==> config.mk <==
export PLATFORM = sky130hd
export DESIGN_NAME = uart_tx_arbiter
export DESIGN_NICKNAME = d
export VERILOG_FILES = /design/src/rtl/uart_tx_arbiter.sv
export SDC_FILE = /design/constraint.sdc
export NUM_CORES = 1
export LEC_CHECK = 0
export BUFFER_PORTS_ARGS = -buffer_cell sky130_fd_sc_hd__buf_4
export CORE_MARGIN = 5
export CORE_UTILIZATION = 55
export DETAILED_ROUTE_END_ITERATION = 7
export PLACE_DENSITY = 0.79
export SYNTH_ARGS = -nofsm -noshare
export SYNTH_HDL_FRONTEND = slang
export SYNTH_SLANG_ARGS = --single-unit
==> constraint.sdc <==
create_clock -name clk -period 7.07 [get_ports clk]
set_input_delay 0.707 -clock clk [delete_from_list [all_inputs] [get_ports clk]]
set_output_delay 0.707 -clock clk [all_outputs]
set_load 0.03 [all_outputs]
==> src/rtl/uart_tx_arbiter.sv <==
`timescale 1ns/1ps
// Round-robin arbiter sharing one 8N1 UART transmit line among NUM_REQ byte requesters.
// The winner's byte is latched at grant, so the frame is immune to later req_data changes.
module uart_tx_arbiter #(
    parameter int NUM_REQ      = 4,
    parameter int CLKS_PER_BIT = 434
) (
    input  logic                 clk,
    input  logic                 reset,
    input  logic [NUM_REQ-1:0]   req,
    input  logic [8*NUM_REQ-1:0] req_data,
    output logic [NUM_REQ-1:0]   grant,
    output logic                 busy,
    output logic [2:0]           active_id,
    output logic                 UART_TX
);
    localparam int            CW       = (CLKS_PER_BIT > 1) ? $clog2(CLKS_PER_BIT) : 1;
    localparam logic [CW-1:0] BAUD_MAX = CW'(CLKS_PER_BIT - 1);

    typedef enum logic [1:0] {IDLE, START, DATA, STOP} state_t;

    state_t             state_q;
    logic [CW-1:0]      baud_q;
    logic [2:0]         bit_q;
    logic [2:0]         last_q;
    logic [2:0]         active_id_q;
    logic [7:0]         shadow_q;
    logic [NUM_REQ-1:0] grant_q;
    logic               busy_q;
    logic               tx_q;

    logic [2:0]         win_d;
    logic               any_req_d;
    logic [NUM_REQ-1:0] grant_d;
    logic [7:0]         win_data_d;
    logic               baud_end;

    assign baud_end = (baud_q == BAUD_MAX);

    // Priority distance from the last winner: the set request closest after last_q wins.
    always_comb begin : arb
        int d;
        int best;
        win_d     = '0;
        any_req_d = |req;
        best      = NUM_REQ;
        for (int i = 0; i < NUM_REQ; i++) begin
            d = i - int'(last_q) - 1;
            if (d < 0) d = d + NUM_REQ;
            if (req[i] && d < best) begin
                best  = d;
                win_d = 3'(i);
            end
        end
    end

    always_comb begin
        grant_d    = '0;
        win_data_d = '0;
        for (int i = 0; i < NUM_REQ; i++) begin
            if (win_d == 3'(i)) begin
                grant_d[i] = 1'b1;
                win_data_d = req_data[8*i +: 8];
            end
        end
    end

    always_ff @(posedge clk or posedge reset) begin
        if (reset) begin
            state_q     <= IDLE;
            baud_q      <= '0;
            bit_q       <= '0;
            last_q      <= 3'(NUM_REQ - 1);
            active_id_q <= '0;
            shadow_q    <= '0;
            grant_q     <= '0;
            busy_q      <= 1'b0;
            tx_q        <= 1'b1;
        end else begin
            grant_q <= '0;
            case (state_q)
                IDLE: begin
                    tx_q   <= 1'b1;
                    busy_q <= 1'b0;
                    baud_q <= '0;
                    if (any_req_d) begin
                        grant_q     <= grant_d;
                        shadow_q    <= win_data_d;
                        active_id_q <= win_d;
                        last_q      <= win_d;
                        busy_q      <= 1'b1;
                        tx_q        <= 1'b0;
                        state_q     <= START;
                    end
                end
                START: begin
                    if (baud_end) begin
                        baud_q  <= '0;
                        bit_q   <= '0;
                        tx_q    <= shadow_q[0];
                        state_q <= DATA;
                    end else begin
                        baud_q <= baud_q + 1'b1;
                    end
                end
                DATA: begin
                    if (baud_end) begin
                        baud_q <= '0;
                        if (bit_q == 3'd7) begin
                            tx_q    <= 1'b1;
                            state_q <= STOP;
                        end else begin
                            bit_q <= bit_q + 3'd1;
                            tx_q  <= shadow_q[bit_q + 3'd1];
                        end
                    end else begin
                        baud_q <= baud_q + 1'b1;
                    end
                end
                STOP: begin
                    // Returning to IDLE costs one extra high cycle before the next start bit.
                    if (baud_end) begin
                        baud_q  <= '0;
                        busy_q  <= 1'b0;
                        state_q <= IDLE;
                    end else begin
                        baud_q <= baud_q + 1'b1;
                    end
                end
                default: state_q <= IDLE;
            endcase
        end
    end

    assign grant     = grant_q;
    assign busy      = busy_q;
    assign active_id = active_id_q;
    assign UART_TX   = tx_q;

endmodule

==> out/results.tsv <==
metric	value	unit
reg2reg setup slack	1.13	ns
vias per cell	5.45	
initial antenna violation count	0	
post-route insts no fill	358	
Final Hold Viols	0	
Worst setup SP type	register	
min cycle time layout	5.94	ns
drt first-iter violations	113	
ys flop type	dfrtp_1	
Sw Share	47.1	%
total grt overflow	0	
combinational share of power	67.4	%
fin util	67.6	%
Cell Area, Synth	2450	um^2
clk_lat worst skew	0.29	ns
asr flop ratio synth	100	%
total track usage	18.9	%
FF-to-FF Start	last_q[0]	
Max Transition Viols Final	0	
PwrDens	485	nW/um^2
Post-synth top cells	30 x ha_1, 30 x nand2_1, 29 x dfrtp_1	
largest net degree at the start of global routing	33	
Hold-fix buffers, CTS	0	
synthesized area per cell	9.54	um^2
Synth warnings	0	
CP required	7.22	ns
critical path class	reg2reg	
status	completed	
largest vdd supply drop	0.000579	V
sequential-to-total area share from yosys stat	32.8	%
antenna cells	0	
via count	1952	
worst r2r path cells	27	
hold-critical path endpoint	busy	
Post-Layout Inst Area	2920	um^2
FF-to-FF End	shadow_q[7]	
clock network power share	11.0	%
Worst Skew	0.00572	ns
postcts setup bufs	0	
crit path DAT	6.09	ns
Bufs on Longest Clock Path	2	
hold path startpoint	busy	
fmax	0.168	GHz
top cells by area, synth	dfrtp_1 30%, ha_1 15%, nand2_1 4.6%, o221ai_2 4.3%, mux2i_1 4.1%	
TritonRoute pass-1 iters	4	
WL per Instance	14.2	um
Initial Util	56.7	%
ratio of cells with drive above 1 in the final layout	27.5	%
num ports	47	
Post-Syn Instances	257	
largest fanout on the critical path	19	
flops & latches, synth	32	
post-route setup TNS	0	ns
Leak	1.44	nW
Final Power	1.42	mW
# rows	24	
unrepaired setup endpoints after global routing	false	
CTS tree	built	
total CTS buffers	5	
worst hold path depth	2	
Slew Limit Headroom	49.9	%
CP endpoint kind	register	
Port Buffers	45	
measured slew at the worst slew-check pin	0.744	ns
# clock sinks	32	
worst hold path type	reg2reg	
core area	4320	um^2
Die ar.	5890	um^2
area post-placement	2820	um^2
Post-Route WL	5090	um
die width	76.8	um
Post-DRT Antenna Nets	0	
Clock Pin Slew Worst Setup and Hold Paths	0.06	ns
register share of total power	21.7	%
# DRC	0	
max cap viols	0	
Int Power	751	uW
first-pass GRT wire length	9130	um
post-synth top area share	29.6	%
EDFF count, synth	0	
Die Ht	76.8	um
# setup viols final	0	
Root Buffer	clkbuf_8	
Gates resized, CTS repair	0	
H-tree Lvls	2	
GPL Wtd Cong	0.841	
Area Growth Syn to Fin	19.2	%
DP Cell Count	350	
period utilisation layout	84.1	%
vias in the first global route	2032	
nets	373	
Synth cell types	49	
cell taking the most area after synthesis	dfrtp_1	
Switch Pwr	667	uW
dpl hpwl	4040	um
## power groups by stage
stage	clock [mW]	combinational, mW	sequential, mW
floorplan	0	0.759	0.326
global placement	0	0.927	0.308
global route	0.170	1.09	0.320
finish	0.156	0.955	0.307
CTS	0.157	0.958	0.309
detailed placement	0	0.951	0.311
## final cells by class
| class | instances | area, um^2 |
|---|---|---|
| fillers | 382 | 1400 |
| flip-flops and latches | 32 | 805 |
| inverters | 22 | 82.6 |
| repair buffers | 48 | 360 |
| well taps | 52 | 65.1 |
| clock buffers | 8 | 100 |
| multi-input cells | 196 | 1510 |
## worst max path at each step
stage	startpoint	end	slack [ns]
2_1_floorplan	last_q[0]	shadow_q[0]	1.23
3_3_place_gp	last_q[0]	shadow_q[7]	1.35
3_5_place_dp	last_q[0]	shadow_q[7]	1.17
4_1_cts	last_q[0]	shadow_q[7]	1.14
5_1_grt	last_q[0]	shadow_q[7]	0.64
6_report	last_q[0]	shadow_q[7]	1.13
## worst max-delay path, cell delays in order, from the launching register on
cell and delay [ns]:
dfstp_2 0.65, inv_1 0.13, ha_1 0.22, ha_1 0.23, nor2b_1 0.30, nor2b_1 0.28, ha_1 0.27, nand2_1 0.08
o2111ai_2 0.17, a21boi_2 0.15, buf_4 0.23, and2_1 0.21, nor2_1 0.07, ha_1 0.29, a21oi_1 0.06, o2111ai_1 0.24
o21ai_0 0.19, nor2_1 0.12, buf_4 0.21, nor2_1 0.07, a21o_1 0.15, ha_1 0.28, a21o_1 0.20, a32oi_1 0.20
mux2i_1 0.11, o21ai_2 0.15, a21o_2 0.37, o221ai_1 0.18
## state kept, by name (all words and copies together) (netlist names)
register and flops:
UART_TX 1, active_id 2, baud_q 9, bit_q 3
busy 1, grant 4, last_q 2, shadow_q 8
state_q 2
## cell usage in the layout, fill, tap and decap left out, drive strengths merged, types with 2 or more instances in the layout
master	count
xor2	4
or2	3
nor4b	2
clkbuf	8
ha	30
o2111ai	2
a21o	3
nor3	4
mux2i	10
and3	2
xnor2	3
a21oi	6
inv	22
a31oi	3
nand2	30
a22o	5
mux2	3
o221ai	8
and2	4
dfrtp	29
o22a	2
buf	48
a2bb2oi	2
conb	2
dfstp	3
nor2b	6
mux4	2
nand3	5
nand2b	2
a32oi	2
o21ai	18
nor2	25
nor4	2
## metal layers
layer	routed length, um	share of wire (%)	global-route usage (%)	vias up
met3	306	6.0	4.45	6
met1	2350	46	25.1	902
met4	78	1.5	7.17	0
li1	-	-	-	992
met2	2350	46	29.8	52
met5	0	0	0	-
## metrics by stage
stage,worst slack [ns],hold WS (ns)
after floorplan,1.23,0.451
after global placement,1.35,0.466
after detailed placement,1.17,0.474
after CTS,1.14,0.488
after global routing,0.635,0.521
final,1.13,0.480
## kinds of logic after synthesis
family,Yosys count,synth area share [%]
muxes,15,7.30
adders and majority gates,30,15.3
xor gates and xnor gates,7,2.50
DFF,32,32.8
other,1,0.153
and+or+nand+nor,87,18.2
buffers and inverters,30,5.72
AOI/OAI and AO/OA,55,18.0
Note: power is estimated with default switching activity, not from simulation.
